`src/rtl/hart_pkg.sv`:
```
// Shared definitions for the hart controller and the single-cycle RV64I core.
// Holds the execution-state enum, the interrupt bit indices that the core
// uses to build its interrupts vector, the trap cause codes, and the
// is_fatal() helper that tells terminal traps apart from ECALL/EBREAK.
package hart_pkg;

    // Execution state of the hart; encoding is visible on state_o.
    typedef enum logic [1:0] {
        ST_IDLE = 2'd0,
        ST_RUN  = 2'd1,
        ST_STEP = 2'd2,
        ST_HALT = 2'd3
    } hart_state_e;

    // Bit positions inside the core's 6-bit interrupts vector.
    localparam int NUM_IRQ              = 6;
    localparam int IRQ_FETCH_ERROR      = 0;
    localparam int IRQ_DECODE_ERROR     = 1;
    localparam int IRQ_MEM_ACCESS_ERROR = 2;
    localparam int IRQ_UNKNOWN_BRTY     = 3;
    localparam int IRQ_ECALL            = 4;
    localparam int IRQ_EBREAK           = 5;

    // Trap cause codes: 0..5 equal the interrupt bit index, 6 is a
    // misaligned next PC detected by the controller itself.
    typedef enum logic [2:0] {
        CAUSE_FETCH_ERROR      = 3'd0,
        CAUSE_DECODE_ERROR     = 3'd1,
        CAUSE_MEM_ACCESS_ERROR = 3'd2,
        CAUSE_UNKNOWN_BRTY     = 3'd3,
        CAUSE_ECALL            = 3'd4,
        CAUSE_EBREAK           = 3'd5,
        CAUSE_INSTR_MISALIGNED = 3'd6
    } cause_e;

    // Fatal causes halt the hart permanently (only reset recovers).
    function automatic logic is_fatal(input cause_e cause);
        return !((cause == CAUSE_ECALL) || (cause == CAUSE_EBREAK));
    endfunction

endpackage

```
`src/rtl/hart_controller_if.sv`:
```
// Connection between the hart controller and the combinational core.
// Signals:
//   pc_o         controller -> core  current PC (core's pc_i)
//   new_pc_i     core -> controller  next PC computed by the core
//   interrupts_i core -> controller  per-instruction event flags
// Modports: master = controller side, slave = core side.
interface hart_controller_if #(
    parameter int DATA_WIDTH = 64
);
    logic [DATA_WIDTH-1:0] pc_o;
    logic [DATA_WIDTH-1:0] new_pc_i;
    logic [5:0]            interrupts_i;

    modport master (
        output pc_o,
        input  new_pc_i,
        input  interrupts_i
    );

    modport slave (
        input  pc_o,
        output new_pc_i,
        output interrupts_i
    );
endinterface

```
`src/rtl/trap_priority_encoder.sv`:
```
// Combinational trap cause selection.
// Ports:
//   interrupts_i  in  6  core event flags (bit index == cause code)
//   new_pc_lsb_i  in  2  low bits of the core's next PC
//   event_valid   out 1  some trap condition is present this cycle
//   cause         out 3  winning cause; lowest interrupt bit wins,
//                        misalignment only counts when no interrupt is set
module trap_priority_encoder
    import hart_pkg::*;
(
    input  logic [5:0] interrupts_i,
    input  logic [1:0] new_pc_lsb_i,
    output logic       event_valid,
    output cause_e     cause
);

    always_comb begin
        event_valid = 1'b0;
        cause       = CAUSE_FETCH_ERROR;
        if (|interrupts_i) begin
            event_valid = 1'b1;
            // Walk from the highest bit down so the lowest set bit is the
            // last assignment and therefore wins.
            for (int i = NUM_IRQ - 1; i >= 0; i--) begin
                if (interrupts_i[i]) begin
                    cause = cause_e'(i[2:0]);
                end
            end
        end else if (|new_pc_lsb_i) begin
            event_valid = 1'b1;
            cause       = CAUSE_INSTR_MISALIGNED;
        end
    end

endmodule

```
`src/rtl/hart_controller.sv`:
```
// Architectural PC and execution-state owner for the single-cycle RV64I core.
// Each cycle in RUN/STEP it either commits the core's next PC, redirects to
// the trap vector on ECALL, or halts on EBREAK / fatal events.
// Ports:
//   clk_i         in   clock
//   rst_ni        in   asynchronous active-low reset
//   run_i         in   IDLE -> RUN (priority over step_i)
//   step_i        in   IDLE -> STEP (one instruction, then IDLE)
//   resume_i      in   HALT -> RUN at epc+4, only after EBREAK
//   core          if   master modport: pc_o out, new_pc_i/interrupts_i in
//   state_o       out  IDLE=0, RUN=1, STEP=2, HALT=3
//   halted_o      out  decoded from the state register
//   trap_valid_o  out  a trap has been recorded since reset
//   trap_cause_o  out  last recorded cause code
//   epc_o         out  PC of the trapping instruction
//   retired_o     out  committed instruction count (wraps)
module hart_controller
    import hart_pkg::*;
#(
    parameter int                    DATA_WIDTH = 64,
    parameter logic [DATA_WIDTH-1:0] RESET_PC   = '0,
    parameter logic [DATA_WIDTH-1:0] TRAP_VEC   = DATA_WIDTH'(64'h100)
) (
    input  logic                  clk_i,
    input  logic                  rst_ni,
    input  logic                  run_i,
    input  logic                  step_i,
    input  logic                  resume_i,
    hart_controller_if.master     core,
    output logic [1:0]            state_o,
    output logic                  halted_o,
    output logic                  trap_valid_o,
    output logic [2:0]            trap_cause_o,
    output logic [DATA_WIDTH-1:0] epc_o,
    output logic [DATA_WIDTH-1:0] retired_o
);

    localparam logic [DATA_WIDTH-1:0] ONE      = DATA_WIDTH'(1);
    localparam logic [DATA_WIDTH-1:0] INSN_LEN = DATA_WIDTH'(4);

    hart_state_e           state_reg;
    logic [DATA_WIDTH-1:0] pc_reg;
    logic [DATA_WIDTH-1:0] epc_reg;
    logic [DATA_WIDTH-1:0] retired_reg;
    cause_e                cause_reg;
    logic                  trap_valid_reg;

    logic   ev_valid;
    cause_e ev_cause;

    trap_priority_encoder u_trap_priority_encoder (
        .interrupts_i (core.interrupts_i),
        .new_pc_lsb_i (core.new_pc_i[1:0]),
        .event_valid  (ev_valid),
        .cause        (ev_cause)
    );

    always_ff @(posedge clk_i or negedge rst_ni) begin
        if (!rst_ni) begin
            state_reg      <= ST_IDLE;
            pc_reg         <= RESET_PC;
            epc_reg        <= '0;
            retired_reg    <= '0;
            cause_reg      <= CAUSE_FETCH_ERROR;
            trap_valid_reg <= 1'b0;
        end else begin
            unique case (state_reg)
                ST_IDLE: begin
                    if (run_i) begin
                        state_reg <= ST_RUN;
                    end else if (step_i) begin
                        state_reg <= ST_STEP;
                    end
                end

                ST_RUN, ST_STEP: begin
                    if (!ev_valid) begin
                        pc_reg      <= core.new_pc_i;
                        retired_reg <= retired_reg + ONE;
                        if (state_reg == ST_STEP) begin
                            state_reg <= ST_IDLE;
                        end
                    end else begin
                        epc_reg        <= pc_reg;
                        cause_reg      <= ev_cause;
                        trap_valid_reg <= 1'b1;
                        if (is_fatal(ev_cause)) begin
                            // Faulting instruction does not retire; PC held.
                            state_reg <= ST_HALT;
                        end else begin
                            // ECALL and EBREAK both retire the instruction.
                            retired_reg <= retired_reg + ONE;
                            if (ev_cause == CAUSE_EBREAK) begin
                                state_reg <= ST_HALT;
                            end else begin
                                pc_reg <= TRAP_VEC;
                                if (state_reg == ST_STEP) begin
                                    state_reg <= ST_IDLE;
                                end
                            end
                        end
                    end
                end

                ST_HALT: begin
                    // Only a breakpoint halt is resumable.
                    if (resume_i && (cause_reg == CAUSE_EBREAK)) begin
                        pc_reg    <= epc_reg + INSN_LEN;
                        state_reg <= ST_RUN;
                    end
                end

                default: state_reg <= ST_IDLE;
            endcase
        end
    end

    assign core.pc_o     = pc_reg;
    assign state_o       = state_reg;
    assign halted_o      = (state_reg == ST_HALT);
    assign trap_valid_o  = trap_valid_reg;
    assign trap_cause_o  = cause_reg;
    assign epc_o         = epc_reg;
    assign retired_o     = retired_reg;

endmodule

```
`src/flat_wrapper.sv`:
```
// flat-port wrapper written by rule: the top's interface ports become plain ports
module hart_controller_flat import hart_pkg::*;
#(
    parameter int                    DATA_WIDTH = 64,
    parameter logic [DATA_WIDTH-1:0] RESET_PC   = '0,
    parameter logic [DATA_WIDTH-1:0] TRAP_VEC   = DATA_WIDTH'(64'h100)
)
  (clk_i, rst_ni, run_i, step_i, resume_i, state_o, halted_o, trap_valid_o, trap_cause_o, epc_o, retired_o, core_pc_o, core_new_pc_i, core_interrupts_i);
  hart_controller_if #(.DATA_WIDTH(DATA_WIDTH)) core_i ();
  input  logic clk_i;
  input  logic rst_ni;
  input  logic run_i;
  input  logic step_i;
  input  logic resume_i;
  output logic [1:0] state_o;
  output logic halted_o;
  output logic trap_valid_o;
  output logic [2:0] trap_cause_o;
  output logic [DATA_WIDTH-1:0] epc_o;
  output logic [DATA_WIDTH-1:0] retired_o;
  output wire logic [$bits(core_i.pc_o)-1:0] core_pc_o;
  input wire logic [$bits(core_i.new_pc_i)-1:0] core_new_pc_i;
  input wire logic [$bits(core_i.interrupts_i)-1:0] core_interrupts_i;
  assign core_pc_o = core_i.pc_o;
  assign core_i.new_pc_i = core_new_pc_i;
  assign core_i.interrupts_i = core_interrupts_i;
  hart_controller #(.DATA_WIDTH(DATA_WIDTH), .RESET_PC(RESET_PC), .TRAP_VEC(TRAP_VEC)) u_core (.clk_i(clk_i), .rst_ni(rst_ni), .run_i(run_i), .step_i(step_i), .resume_i(resume_i), .core(core_i), .state_o(state_o), .halted_o(halted_o), .trap_valid_o(trap_valid_o), .trap_cause_o(trap_cause_o), .epc_o(epc_o), .retired_o(retired_o));
endmodule
```
`config.mk`:
```
export PLATFORM = sky130hd
export DESIGN_NAME = hart_controller_flat
export DESIGN_NICKNAME = d
export VERILOG_FILES = /design/src/rtl/hart_pkg.sv /design/src/rtl/hart_controller_if.sv /design/src/rtl/trap_priority_encoder.sv /design/src/rtl/hart_controller.sv /design/src/flat_wrapper.sv
export SDC_FILE = /design/constraint.sdc
export NUM_CORES = 1
export LEC_CHECK = 0
export CORE_ASPECT_RATIO = 1.2
export CORE_UTILIZATION = 45
export DETAILED_ROUTE_END_ITERATION = 7
export DONT_BUFFER_PORTS = 1
export SETUP_SLACK_MARGIN = 0.4
export SLEW_MARGIN = 10
export SYNTH_ARGS = -nofsm -noshare
export SYNTH_HDL_FRONTEND = slang
export SYNTH_HIERARCHICAL = 1
export SYNTH_SLANG_ARGS = --single-unit
```
`constraint.sdc`:
```
create_clock -name clk_i -period 5.44 [get_ports clk_i]
set_clock_uncertainty 0.2 [all_clocks]
set_input_delay 1.088 -clock clk_i [delete_from_list [all_inputs] [get_ports clk_i]]
set_output_delay 1.088 -clock clk_i [all_outputs]
set_load 0.01 [all_outputs]
```
; ---- Word-level counts from Yosys, hierarchy flattened
; Index checks and enable logic that the tools add are counted.
[totals]
register_bits = 198
out_inout_bits = 199
[op_classes]
addsub = 2
eq_ne = 11
n_mux = 25
n_reduce_logical = 11
[ops]
columns = op, count
row1 = 2-to-1 mux 64 bit, 6
row2 = one-hot mux 64 bit (2 select lines), 1
row3 = adder 64 x 1 -> 64 bit (second input constant), 1
row4 = adder 64 x 3 -> 64 bit (second input constant), 1
row5 = 2-to-1 mux 3 bit, 8
row6 = 2-to-1 mux 2 bit, 7
row7 = equality test 3 bit (second input constant), 3
row8 = != test 3 bit (second input constant), 3
row9 = one-hot mux 2 bit (3 select lines), 1
row10 = AND reduction 2 bit, 3
row11 = OR reduction 6 bit, 1
row12 = equality test 2 bit (second input constant), 2
row13 = AND reduction 4 bit, 1
row14 = OR reduction 2 bit, 2
row15 = equality test 2 x 1 -> 1 bit (second input constant), 1
row16 = logical NOT 2 bit, 1
row17 = 2-to-1 mux 1 bit, 2
row18 = != test 2 x 1 -> 1 bit (second input constant), 1
row19 = != test 2 bit (second input constant), 1
row20 = nonzero test 2 bit, 1
row21 = logical AND 1 bit, 1
row22 = logical OR 1 bit, 1

; ---- Depth between registers and ports, before layout
[logic_depth]
ltp_word = 12
depth_mapped = 11
ltp_nobuf = 9

; ---- Modules after synthesis
; The synthesis kept the hierarchy.
[by_module_without_submodules]
columns = module, instances, cells_each, area_per_inst_um2, seq_area_each_um2
row1 = hart_controller, 1, 924, 9721.8, 4954.8
row2 = trap_priority_encoder, 1, 12, 72.6, 0.0

; ---- Worst setup path after synthesis
; OpenSTA, ideal clock, no wires.
[synth_path]
path_type = input -> register
startpoint = in core_interrupts_i[2]
endpoint = reg u_core.pc_reg[20], in the netlist u_core/core.pc_o[20]
setup_ns = 0.087
t_arrival_ns = 3.165
required_ns = 5.153
path_slack_ns = 1.988
cell_stages = 10
cell_sequence = nor2_1 and3b_1 or3b_2 a31oi_1 and2_1 clkbuf_1 clkbuf_1 buf_1 nand3_1 o211ai_1
[synth_between]
elab_chain_cells = 8
word_cells_on_any_way = 14
classes_between = 4 x eq/ne / 7 x mux / 3 x reduce/logical
[synth_lines]
columns = item, line_no
row1 = from (decl), flat_wrapper.sv:23  ; input wire logic [$bits(core_i.interrupts_i)-1:0] core_interrupts_i;
row2 = 2-to-1 mux 3 bit (3 in a row), trap_priority_encoder.sv:25  ; if (interrupts_i[i]) begin
row3 = 2-to-1 mux 3 bit *, trap_priority_encoder.sv:20  ; if (|interrupts_i) begin
row4 = named net u_core.ev_cause[2], hart_controller.sv:49  ; cause_e ev_cause;
row5 = "equality test 3 bit, on equally long branches", "hart_pkg.sv:38, hart_controller.sv:93"
row6 = logical OR 1 bit, hart_pkg.sv:38  ; return !((cause == CAUSE_ECALL) || (cause == CAUSE_EBREAK));
row7 = != test 3 bit (no source line), -
row8 = AND reduction 4 bit (no source line) *, -
row9 = to (signal assigned), hart_controller.sv:78  ; pc_reg <= core.new_pc_i;
row10 = to (signal assigned), hart_controller.sv:108  ; pc_reg <= epc_reg + INSN_LEN;
row11 = to (decl), hart_controller.sv:42  ; logic [DATA_WIDTH-1:0] pc_reg;
; The timed path passes the listed nets; every way through them passes the cells marked *.
; A chain may end at the register's enable or synchronous reset.

; ---- Final worst setup path
[layout_path]
startpoint = in core_interrupts_i[2]
endpoint = reg u_core.pc_reg[4], in the netlist u_core/core.pc_o[4]
; Same word-level chain as after synthesis.

==> flow_summary.yaml <==
worst_setup_path:
  crit_chain: "nor2_1, and3b_1, or3b_2, a31oi_1, nand2_2, buf_4, a221oi_1, nor2_1"
  cp_common_cell: "nor2_1"
  cp_top_family: "simple AND/OR/NAND/NOR gates"
  worst-path-buf-inv: 1
  start_kind: "input port"
  crit_arrival_ns: 3.50
  worst_path_max_delay_cell: "or3b_2"
  max_stage_delay_ns: 0.48
  worstSetupPathType: "in2reg"
  end_kind: "register"
  cp_max_fo: 36
  cp.required_ns: 5.54
clock_tree:
  cts_buffer_depth: 2
  cts_tree: "built"
  cts_buffers: 17
  clkLatencyLatePin_ns: 0.43
  cts_sinks: 198
  post_cts_resize_count: 0
  ctsHoldBuffers: 0
  ctsRootBufferMaster: "clkbuf_16"
  clk_pin_slew_ns: 0.08
  cts_max_level: 4
  post_cts_buffers: 0
synthesis:
  yosysWarnings: 6
  synthCells: 936
  syn_nets: 1018
  ys_async_sr_fraction_pct: 100
  synth.ff_latch_count: 198
  syn_area_per_cell_um2: 10.5
  synthFlopType: "dfrtp_1"
  synth_enable_flop_cells: 0
  synth_area_mm2: 0.00979
  synthDistinctLibCells: 52
  yosysSeqAreaShare_pct: 50.6
detailed_routing:
  routedWlPerCell_um: 21.6
  vias: 7207
  drtAntennaViolNets: 0
  viasPerCell: 5.97
  first_pass_iters: 4
  drtIter0Drc: 405
  drc: 0
  finalWirelength_um: 26100
sta:
  fin_crit_sh_pct: 62.4
  finalSetupViolCount: 0
  rsz0062_at_grt: "no"
  fmax_mhz: 295
  tns_ns: 0
  drv_slew: 0
  hold_viol_final: 0
  tightest_slew_ns: 1.04
  relSlewSlack_pct: 30.5
  period_minus_slack_ns: 3.39
cells_and_area:
  drive_gt1_share_pct: 14.7
  mostFrequentLayoutCells: "dfrtp_1, nor2_1, mux2_2"
  mostFrequentLayoutCell: "dfrtp_1"
  finalNetCount: 1005
  area_delta_synth_final_pct: 8.39
  fillers: 1897
power:
  p_switching_mw: 2.66
  clockPowerShare_pct: 19.5
  p_leak_nw: 4.50
  seqPwrFrac_pct: 44.8
  vdd_drop_max_mv: 0.414
  internal-power_mw: 3.60
  power_density_mw_per_mm2: 589
  switching_share_pct: 42.5
  total_power_mw: 6.25
  combPwrFrac_pct: 35.7
global_route:
  grt_pass1_vias: 7155
  grt_pass1_wl_um: 40600
  grt_max_degree: 199
  antenna_found_initial: 2
  globalRoute.totalOverflow: 0
  grt_usage_pct: 23.6
floorplanning:
  rows: 58
  die_y_um: 164
  die_area_mm2: 0.0224
  ios: 274
  die-width_um: 137
  core_area_mm2: 0.0211
  initial_core_util_pct: 46.4
outcome:
  status: "finished, final reports clean"
place:
  gp_congestion: 0.819
  detailed_place_hpwl_um: 17800
  port_buffers: 0
worst_hold_path:
  min_path_type: "in2async"
flow_run:
  cap_violations: 0
synthesized netlist by cell type (all sizes together) (11+ instances only):
cell type	count	area, µm²
xor2	60	541
nor3	19	95.1
nand3	48	240
nor2	101	379
xnor2	60	526
o22ai	32	200
nand2	57	219
nand4	46	294
mux2	68	766
and4	14	130
inv	18	67.6
and3	29	185
dfrtp	198	4950
a221oi	16	140
clkbuf	31	126
a21oi	49	245
nor4	12	133
buf	11	51.3
power by group through the flow:
stage               combinational [mW]  sequential, mW  clock, mW
global route                      2.48            2.88       1.31
finish                            2.23            2.80       1.22
CTS                               2.25            2.81       1.25
global placement                  2.18            2.83          0
floorplan                         1.81            2.58          0
detailed placement                2.24            2.84          0
registers in the layout, summed over array words and instances (netlist names):
register / count
u_core/core.pc_o: 64
u_core/trap_valid_o: 1
u_core/retired_o: 64
u_core/epc_o: 64
u_core/state_o: 2
u_core/trap_cause_o: 3
cells by family (layout without fill, tap and decap cells):
kind of cell	after synthesis	after routing	synth area share (%)
buffers and inverters	60	59	2.50
flip-flops	198	198	50.6
XOR/XNOR	120	120	10.9
adder cells (fa/ha/maj)	7	7	0.894
other	0	2	0
multiplexers	68	68	7.82
AND/OR/NAND/NOR	356	356	19.3
AO/OA/AOI/OAI	127	127	8.00
routing by layer:
layer	global-route usage (%)	routed length (µm)	vias to the layer above	part of all wire, %
li1	-	-	3324	-
met1	29.6	10700	3566	41
met4	9.14	618	0	2.4
met5	0	0	-	0
met2	37.4	12400	282	47
met3	7.88	2400	35	9.2
worst paths after layout:
check,endpoint,startpoint,cells past startpoint,slack (ns)
setup / recovery,u_core/core.pc_o[4],core_interrupts_i[2],8,2.05
min in group clk_i,u_core/retired_o[63],u_core/retired_o[63],1,0.33
setup reg to reg,u_core/retired_o[56],u_core/retired_o[11],6,2.43
hold reg to reg,u_core/retired_o[63],u_core/retired_o[63],1,0.33
hold / removal,u_core/retired_o[54],rst_ni,0,0.15
max in group asynchronous,u_core/epc_o[10],rst_ni,0,4.48
stage by stage:
stage	hold WS [ns]	instance area [µm²]	instances	util, %	setup slack [ns]
floorplan	0.304	9790	936	-	1.99
global placement	0.326	10000	1174	47.6	1.70
detailed placement	0.333	10000	1174	47.6	1.62
CTS	0.132	10600	1205	50.2	2.06
global route	0.118	10600	1206	50.3	1.76
finish	0.149	10600	1207	50.3	2.05
worst reg2reg max path, cell delays in order, from the launching register on:
cell and delay (ns):
dfrtp_1 0.53, nand4_2 0.21, or4_4 0.60, nor4_4 0.60, and2_1 0.40, and4_4 0.28
xor2_2 0.13
cell type report:
cell class	count	area, µm²	share of cell area [%]
sequential	198	4950	46.7
multi-input combinational	678	4610	43.5
clock buffer	19	453	4.27
tap	270	338	3.18
clock inverter	12	110	1.04
timing repair buffer	10	75.1	0.707
inverter	18	67.6	0.636
antenna	2	5.00	0.0471
Note: power is estimated with default switching activity, not from simulation.
